File: src/rtl/serializer_pkg.sv
// rtl/serializer_pkg.sv - shared state encoding and defaults for word_bit_serializer
// Optional feature macro: SERIALIZER_PARITY_EN (adds the PARITY state).
package serializer_pkg;

    localparam int DEFAULT_WIDTH = 8;

`ifdef SERIALIZER_PARITY_EN
    typedef enum logic [1:0] {
        ST_IDLE   = 2'd0,
        ST_SHIFT  = 2'd1,
        ST_PARITY = 2'd2
    } ser_state_e;
`else
    typedef enum logic [1:0] {
        ST_IDLE  = 2'd0,
        ST_SHIFT = 2'd1
    } ser_state_e;
`endif

endpackage

File: src/rtl/word_pending_buffer.sv
// rtl/word_pending_buffer.sv - single-entry holding register with full flag
// Ports:
//   clk, reset      - clock, asynchronous active-high reset
//   load_i, data_i  - capture data_i and set full
//   unload_i        - release the entry (clears full); load wins if both set
//   data_o, full_o  - held word and occupancy flag
module word_pending_buffer
    import serializer_pkg::*;
#(
    parameter int WIDTH = DEFAULT_WIDTH
) (
    input  logic             clk,
    input  logic             reset,
    input  logic             load_i,
    input  logic             unload_i,
    input  logic [WIDTH-1:0] data_i,
    output logic [WIDTH-1:0] data_o,
    output logic             full_o
);

    logic [WIDTH-1:0] data_q, data_d;
    logic             full_q, full_d;

    always_comb begin
        data_d = data_q;
        full_d = full_q;
        if (load_i) begin
            data_d = data_i;
            full_d = 1'b1;
        end else if (unload_i) begin
            full_d = 1'b0;
        end
    end

    always_ff @(posedge clk or posedge reset) begin
        if (reset) begin
            data_q <= '0;
            full_q <= 1'b0;
        end else begin
            data_q <= data_d;
            full_q <= full_d;
        end
    end

    assign data_o = data_q;
    assign full_o = full_q;

endmodule

File: src/rtl/word_bit_serializer.sv
// rtl/word_bit_serializer.sv - parallel word to one-bit-per-clock serializer with pending buffer
// Optional feature macro: SERIALIZER_PARITY_EN (even-parity bit appended after each word).
// Ports:
//   clk, reset             - clock, asynchronous active-high reset
//   word_in, word_valid    - producer word and valid
//   word_ready             - registered ready flag (no path from word_valid)
//   bit_out, bit_valid     - serial stream to the pattern detector
//   frame_done             - pulse with the final bit of each word
//   busy                   - shifter active or pending word held
module word_bit_serializer
    import serializer_pkg::*;
#(
    parameter int WIDTH     = DEFAULT_WIDTH,
    parameter bit MSB_FIRST = 1'b1
) (
    input  logic             clk,
    input  logic             reset,
    input  logic [WIDTH-1:0] word_in,
    input  logic             word_valid,
    output logic             word_ready,
    output logic             bit_out,
    output logic             bit_valid,
    output logic             frame_done,
    output logic             busy
);

    localparam int CW = $clog2(WIDTH + 1);

    ser_state_e       state_q, state_d;
    logic [WIDTH-1:0] shift_q, shift_d;
    logic [CW-1:0]    bit_cnt_q, bit_cnt_d;
    logic             ready_q, ready_d;
`ifdef SERIALIZER_PARITY_EN
    logic             par_q, par_d;
`endif

    logic             accept;
    logic             last_data;
    logic             word_end;
    logic             pend_load, pend_unload, pend_full, pend_full_next;
    logic [WIDTH-1:0] pend_data;
    logic             load_shifter;
    logic [WIDTH-1:0] load_word;

    assign accept    = word_valid && ready_q;
    assign last_data = (state_q == ST_SHIFT) && (bit_cnt_q == CW'(WIDTH - 1));
`ifdef SERIALIZER_PARITY_EN
    assign word_end  = (state_q == ST_PARITY);
`else
    assign word_end  = last_data;
`endif

    always_comb begin
        state_d      = state_q;
        shift_d      = shift_q;
        bit_cnt_d    = bit_cnt_q;
        pend_load    = 1'b0;
        pend_unload  = 1'b0;
        load_shifter = 1'b0;
        load_word    = word_in;
`ifdef SERIALIZER_PARITY_EN
        par_d        = par_q;
`endif
        // Idle or the final cycle of a word is where the shifter can take a new
        // word; the pending word has priority since it was accepted earlier.
        if (state_q == ST_IDLE || word_end) begin
            if (pend_full) begin
                load_shifter = 1'b1;
                load_word    = pend_data;
                pend_unload  = 1'b1;
            end else if (accept) begin
                load_shifter = 1'b1;
            end else begin
                state_d = ST_IDLE;
            end
        end else begin
            pend_load = accept;
            if (state_q == ST_SHIFT) begin
                shift_d   = MSB_FIRST ? {shift_q[WIDTH-2:0], 1'b0}
                                      : {1'b0, shift_q[WIDTH-1:1]};
                bit_cnt_d = bit_cnt_q + 1'b1;
`ifdef SERIALIZER_PARITY_EN
                if (last_data) begin
                    state_d = ST_PARITY;
                end
`endif
            end
        end

        if (load_shifter) begin
            state_d   = ST_SHIFT;
            shift_d   = load_word;
            bit_cnt_d = '0;
`ifdef SERIALIZER_PARITY_EN
            par_d     = ^load_word;
`endif
        end
    end

    // Ready mirrors the pending flag one edge ahead, so it is a pure register.
    assign pend_full_next = pend_load ? 1'b1 : (pend_unload ? 1'b0 : pend_full);
    assign ready_d        = !pend_full_next;

    always_ff @(posedge clk or posedge reset) begin
        if (reset) begin
            state_q   <= ST_IDLE;
            shift_q   <= '0;
            bit_cnt_q <= '0;
            ready_q   <= 1'b0;
`ifdef SERIALIZER_PARITY_EN
            par_q     <= 1'b0;
`endif
        end else begin
            state_q   <= state_d;
            shift_q   <= shift_d;
            bit_cnt_q <= bit_cnt_d;
            ready_q   <= ready_d;
`ifdef SERIALIZER_PARITY_EN
            par_q     <= par_d;
`endif
        end
    end

    word_pending_buffer #(.WIDTH(WIDTH)) u_pending (
        .clk      (clk),
        .reset    (reset),
        .load_i   (pend_load),
        .unload_i (pend_unload),
        .data_i   (word_in),
        .data_o   (pend_data),
        .full_o   (pend_full)
    );

    always_comb begin
        bit_out = 1'b0;
        if (state_q == ST_SHIFT) begin
            bit_out = MSB_FIRST ? shift_q[WIDTH-1] : shift_q[0];
        end
`ifdef SERIALIZER_PARITY_EN
        else if (state_q == ST_PARITY) begin
            bit_out = par_q;
        end
`endif
    end

    assign bit_valid  = (state_q != ST_IDLE);
    assign frame_done = word_end;
    assign busy       = (state_q != ST_IDLE) || pend_full;
    assign word_ready = ready_q;

endmodule

File: config.mk
export PLATFORM = sky130hd
export DESIGN_NAME = word_bit_serializer
export DESIGN_NICKNAME = d
export VERILOG_FILES = /design/src/rtl/serializer_pkg.sv /design/src/rtl/word_pending_buffer.sv /design/src/rtl/word_bit_serializer.sv
export SDC_FILE = /design/constraint.sdc
export NUM_CORES = 1
export LEC_CHECK = 0
export BUFFER_PORTS_ARGS = -buffer_cell sky130_fd_sc_hd__clkbuf_2
export CAP_MARGIN = 15
export CORE_UTILIZATION = 55
export DETAILED_ROUTE_END_ITERATION = 7
export GPL_TIMING_DRIVEN = 0
export HOLD_SLACK_MARGIN = 0.02
export PLACE_DENSITY = 0.83
export SYNTH_ARGS = -nofsm -noshare
export SYNTH_HDL_FRONTEND = slang
export SYNTH_SLANG_ARGS = --single-unit
File: constraint.sdc
create_clock -name clk -period 1.74 [get_ports clk]
set_input_delay 0.348 -clock clk [delete_from_list [all_inputs] [get_ports clk]]
set_output_delay 0.348 -clock clk [all_outputs]
set_load 0.01 [all_outputs]
### Word-level counts from Yosys, hierarchy flattened

Index checks and enable logic that the tools add are counted.

| word-level totals | value |
|---|---|
| flip-flop bits (word level) | 24 |
| bits of input ports | 11 |
| output and inout port bits | 5 |
| logic and storage cells | 44 |

| cells by class | value |
|---|---|
| add/subtract/negate cells | 1 |
| eq/ne operators | 5 |
| multiplexer cells | 21 |
| reduce and logical (&&, ||, !) cells | 11 |

Operators by type and width:

| kind | count |
|---|---|
| 8-bit 2-to-1 mux | 5 |
| 4-bit 2-to-1 mux | 3 |
| 1-bit 2-to-1 mux | 9 |
| 2-bit 2-to-1 mux | 4 |
| 2-bit nonzero test | 3 |
| 4-bit by 1-bit adder with 4-bit output, second input constant | 1 |
| 4-bit by 3-bit == test with 1-bit output, second input constant | 1 |
| 2-bit != test, second input constant | 2 |
| 3-bit AND reduction | 1 |
| 2-bit by 1-bit == test with 1-bit output, second input constant | 1 |
| 1-bit logical AND | 2 |
| 2-bit logical NOT | 1 |
| 1-bit logical OR | 2 |
| 2-bit by 1-bit != test with 1-bit output, second input constant | 1 |
| 2-bit AND reduction | 1 |
| 1-bit logical NOT | 1 |

### Longest topological paths before layout

| depth | value |
|---|---|
| word-level depth | 7 |
| gate-level depth with buffers | 5 |
| depth with buffers taken out | 4 |

### Hierarchy

Synthesis repeated with hierarchy kept, for this count alone.

| unflattened totals | value |
|---|---|
| cell total of the unflattened synthesis | 104 |
| area total of the unflattened synthesis | 1187.4 um2 |

By module, submodules not included:

| module | times used | cells each | area each (um2) | seq. area each (um2) |
|---|---|---|---|---|
| word_bit_serializer | 1 | 83 | 814.5 | 350.3 |
| word_pending_buffer | 1 | 21 | 372.9 | 225.2 |

### Worst setup path before layout

No wires, ideal clock.

| timing path | value |
|---|---|
| kind | reg-to-reg |
| from | register bit_cnt_q[0] |
| to | register u_pending.data_q[0] (netlist: u_pending.data_o[0]) |
| library setup time | 0.125 ns |
| arrival time | 1.373 ns |
| data required time | 1.615 ns |
| path slack | 0.242 ns |
| cell stages (with the launch flop) | 6 |
| buffers on the path | 1 |
| period minus slack after synthesis | 1.498 ns |
| cells stage by stage | dfrtp_1 ha_1 nand3b_1 and4_4 buf_6 mux2_4 |

| between the ends | value |
|---|---|
| word-level cells in the longest chain between the ends | 4 |

RTL lines:

| element | line | RTL |
|---|---|---|
| start, declared | word_bit_serializer.sv:31 | `logic [CW-1:0] bit_cnt_q, bit_cnt_d;` |
| start signal, assigned | word_bit_serializer.sv:116 | `bit_cnt_q <= bit_cnt_d;` |
| 4-bit by 3-bit == test with 1-bit output | word_bit_serializer.sv:46 | `assign last_data = (state_q == ST_SHIFT) && (bit_cnt_q == CW'(WIDTH - 1));` |
| 1-bit logical AND | word_bit_serializer.sv:46 |  |
| 1-bit logical OR | word_bit_serializer.sv:66 | `if (state_q == ST_IDLE \|\| word_end) begin` |
| 1-bit 2-to-1 mux | word_bit_serializer.sv:66 |  |
| end signal, assigned | word_pending_buffer.sv:40 | `data_q <= data_d;` |
| end, declared | word_pending_buffer.sv:21 | `logic [WIDTH-1:0] data_q, data_d;` |

Every way passes these cells.
A chain may end at the register's enable or synchronous reset.

### Final worst setup path

| timing path | value |
|---|---|
| from | register bit_cnt_q[1] |
| to | output port frame_done |

| between the ends | value |
|---|---|
| word-level cells in the longest chain between the ends | 2 |

RTL lines:

| element | line | RTL |
|---|---|---|
| 4-bit by 3-bit == test with 1-bit output | word_bit_serializer.sv:46 |  |
| 1-bit logical AND | word_bit_serializer.sv:46 |  |
| end, declared | word_bit_serializer.sv:23 | `output logic frame_done,` |

Every way passes these cells.

==> flow_metrics.tcl <==
set metrics [dict create \
    power_report.internal_total_mw 1.43 \
    route.antenna.remaining_nets 0 \
    via_per_inst 5.52 \
    synthesis.nets 113 \
    rows 16 \
    grt_antenna_before_repair 0 \
    worstMarginPinSlew_ns 0.889 \
    met3_length_um 70 \
    global_route.usage.total 0.227 \
    gp_routability_congestion 0.769 \
    critical_path.reg2reg.endpoint "u_pending.data_o[2]" \
    cts-root-buf "sky130_fd_sc_hd__clkbuf_4" \
    criticalPathCategory "register to output pin" \
    core_area_um2 1940 \
    p_sw_uw 862 \
    ctsLongestPathBuffers 2 \
    run_status "finished, final reports clean" \
    synth_seq_area_share 0.508 \
    vias_in_the_first_global_route 765 \
    synth_warnings 0 \
    hp-class "input port to asynchronous set/reset pin" \
    global_route_wire_length_before_repair_um 3440 \
    critical_path.n_buffers_inverters 2 \
    critical_path.startpoint_type "register" \
    area_grow_syn2layout_pct 16.0 \
    finish.instance_area_um2 1320 \
    cellPowerDensity_nw_per_um2 1740 \
    place.detailed.hpwl_um 1510 \
    final-hold-violation-count 0 \
    fmax_mhz 579 \
    met2_length_um 1060 \
    post_synth_num_cell_types 26 \
    num_antenna_cells 0 \
    p_total_mw 2.29 \
    timing.critical_path.required_ns 1.39 \
    clock-sinks 23 \
    final_max_slew_violation_count 0 \
    worst_skew_late_latency_ns 0.32 \
    max_cap_viol_count 0 \
    floorplan.die.height_um 47.4 \
    final.period_utilization 0.992 \
    finalNetCount 137 \
    clk_pin_slew_worst_paths_ns 0.13 \
    clock_power_share 0.112 \
    static-leakage-power_nw 0.632 \
    hold_fix_buffers_cts 0 \
    h_tree_level_count 1 \
    fin_skew_ns 0.00385 \
    grt_setup_unrepaired "yes" \
    arrival_time_of_the_worst_setup_path_ns 1.38 \
    setup_viol_count_final 0 \
    rr_startpoint "bit_cnt_q[1]" \
    globalRouteOverflowTotal 0 \
    design.die.area_um2 2250 \
    cts_tree "done" \
    syn-instance-count 101 \
    firstDrtPassIters 4 \
    worst_ir_drop_vdd_uv 1070 \
    topRoutingLayerUsed "met4" \
    drc 0 \
    crit_path_top_delay_cell "sky130_fd_sc_hd__dfrtp_1" \
    worst_path_cell_chain "ha_2 -> nand3b_1 -> buf_6 -> nor2_2 -> buf_2" \
    cts_inserted_buffers 3 \
    timing.final.crit_period_ns 1.73 \
    final.fill_count 149 \
    max_slew_margin 0.407 \
    path_delay_family "flip-flops" \
    starting_utilization_of_the_core_area 0.584 \
    timing.critical_path.depth 5 \
    critical_path.max_stage_delay_ns 0.39 \
    critical_path.max_fanout 4 \
    critical_path.startpoint "bit_cnt_q[1]" \
    ios 16 \
    totalNegativeSetupSlack_ns 0 \
    place.port_buffers 15 \
    pwr-share-comb 0.461 \
    total_wirelength_um 2190 \
    power_switching_share 0.377 \
    met1Wirelength_um 1010 \
    setup.reg_to_reg.worst_slack_ns 0.06 \
    drt-wirelength-per-cell_um 14.5 \
    postSynthRegisterBits 23 \
    power.share.sequential 0.427 \
    synth.avg_cell_area_um2 11.2 \
    die-width_um 47.4 \
    critical_path.endpoint_type "output pin" \
    grt_max_degree 24 \
    layout-drive-gt1-share 0.363 \
    post_synth_design_cell_area_um2 1130 \
    utilization 0.677 \
    vias_after_detailed_routing 833 \
    dr.first_iter.drc_count 26 \
    endpoint "frame_done" \
    place_area_um2 1240 \
    r2r_cells 6 \
]
==> kinds of logic (layout without fill, tap and decap cells) <==
| group | Yosys count | after routing | synth area share |
|---|---|---|---|
| AOI/OAI and AO/OA | 21 | 21 | 0.135 |
| xor gates and xnor gates | 2 | 2 | 0.0155 |
| adders and majority gates | 1 | 1 | 0.0110 |
| buffers and inverters | 9 | 32 | 0.0463 |
| DFF | 23 | 23 | 0.508 |
| muxes | 10 | 10 | 0.125 |
| and+or+nand+nor | 35 | 35 | 0.160 |
==> worst min path at each step <==
stage / depth (start not counted) / startpoint / slack, ns / to
after floorplan: 1 / reset / 0.35 / bit_cnt_q[0]
after global placement: 2 / shift_q[5] / 0.49 / shift_q[6]
after detailed placement: 1 / u_pending.data_o[7] / 0.50 / u_pending.data_o[7]
after CTS: 2 / reset / 0.21 / u_pending.data_o[0]
after global routing: 2 / reset / 0.25 / u_pending.data_o[0]
final: 2 / reset / 0.17 / u_pending.data_o[2]
==> repair_timing <==
item	in CTS	in global routing
gates cloned	0	0
pin swaps	0	1
gates resized for setup	4	5
endpoints found under the setup margin	3	11
setup buffers	3	2
==> state kept, by name (all words and copies together) (netlist names) <==
name and flops:
bit_cnt_q 4, u_pending.data_o 8, word_ready 1, state_q 1
u_pending.full_o 1, shift_q 8
==> per-stage QoR <==
stage	setup WS [ns]	hold WS (ns)	std cells
CTS	-0.0446	0.209	150
finish	0.0135	0.173	151
detailed placement	0.127	0.502	143
global route	-0.0874	0.253	151
global placement	0.168	0.487	143
floorplan	0.242	0.350	101
==> power groups by stage <==
stage | clock [mW] | combinational [mW] | sequential, mW
after floorplan | 0 | 0.800 | 0.917
after global placement | 0 | 0.964 | 0.943
after detailed placement | 0 | 1.00 | 0.965
after CTS | 0.257 | 1.08 | 0.950
after global routing | 0.273 | 1.16 | 1.01
final | 0.256 | 1.06 | 0.978
==> layer usage <==
metal  vias to the layer above  global-route usage
met5                         -                   0
met4                         0               0.103
met3                         9              0.0231
met1                       390               0.316
met2                        28               0.359
li1                        406                   -
==> worst register-to-register path, delay by kind of cell (launching register included) <==
| kind | cells | cell delay (ns) |
|---|---|---|
| adders and majority gates | 1 | 0.20 |
| and+or+nand+nor | 2 | 0.36 |
| buffers and inverters | 2 | 0.28 |
| DFF | 1 | 0.42 |
| muxes | 1 | 0.31 |
==> layout by cell type, fill, tap and decap left out, types with 2 or more instances in the layout <==
cell	count
sky130_fd_sc_hd__clkbuf_4	3
sky130_fd_sc_hd__a211oi_1	8
sky130_fd_sc_hd__nand3_1	10
sky130_fd_sc_hd__inv_1	3
sky130_fd_sc_hd__mux2_4	8
sky130_fd_sc_hd__nor2b_1	6
sky130_fd_sc_hd__clkbuf_2	15
sky130_fd_sc_hd__and2_1	2
sky130_fd_sc_hd__nand2_1	3
sky130_fd_sc_hd__buf_4	5
sky130_fd_sc_hd__dfrtp_1	21
sky130_fd_sc_hd__o21ai_0	2
sky130_fd_sc_hd__dfrtp_2	2
sky130_fd_sc_hd__buf_2	3
sky130_fd_sc_hd__nor2_1	9
sky130_fd_sc_hd__o31ai_1	7
sky130_fd_sc_hd__xor2_1	2
==> synthesized netlist by cell type <==
library cell	instances	share of area
sky130_fd_sc_hd__a21oi_2	1	0.0077
sky130_fd_sc_hd__and2_1	2	0.011
sky130_fd_sc_hd__a22o_1	1	0.0077
sky130_fd_sc_hd__a21o_1	1	0.0066
sky130_fd_sc_hd__nand3_1	10	0.044
sky130_fd_sc_hd__nor2_1	10	0.033
sky130_fd_sc_hd__xor2_1	2	0.015
sky130_fd_sc_hd__a211oi_1	8	0.053
sky130_fd_sc_hd__mux2i_1	1	0.0088
sky130_fd_sc_hd__a21oi_1	1	0.0044
sky130_fd_sc_hd__inv_1	3	0.0099
sky130_fd_sc_hd__buf_2	3	0.013
sky130_fd_sc_hd__mux2_2	1	0.0099
sky130_fd_sc_hd__or2_2	1	0.0055
sky130_fd_sc_hd__nand3b_1	1	0.0066
sky130_fd_sc_hd__buf_6	2	0.020
sky130_fd_sc_hd__o21ai_0	2	0.0088
sky130_fd_sc_hd__and2b_1	1	0.0066
sky130_fd_sc_hd__nor2b_1	6	0.033
sky130_fd_sc_hd__clkbuf_1	1	0.0033
sky130_fd_sc_hd__o31ai_1	7	0.046
sky130_fd_sc_hd__nand2_1	3	0.0099
sky130_fd_sc_hd__dfrtp_1	23	0.51
sky130_fd_sc_hd__mux2_4	8	0.11
sky130_fd_sc_hd__and4_4	1	0.0099
sky130_fd_sc_hd__ha_1	1	0.011
==> layout make-up <==
| cell class | instances | area (µm²) | area share |
|---|---|---|---|
| flip-flops and latches | 23 | 578 | 0.440 |
| multi-input cells | 69 | 510 | 0.388 |
| repair buffers | 20 | 113 | 0.0856 |
| plain buffers | 5 | 41.3 | 0.0314 |
| well taps | 27 | 33.8 | 0.0257 |
| clock buffers | 3 | 22.5 | 0.0171 |
| inverters | 3 | 11.3 | 0.00856 |
| clock inverters | 1 | 5.00 | 0.00381 |
Note: power is estimated with default switching activity, not from simulation.
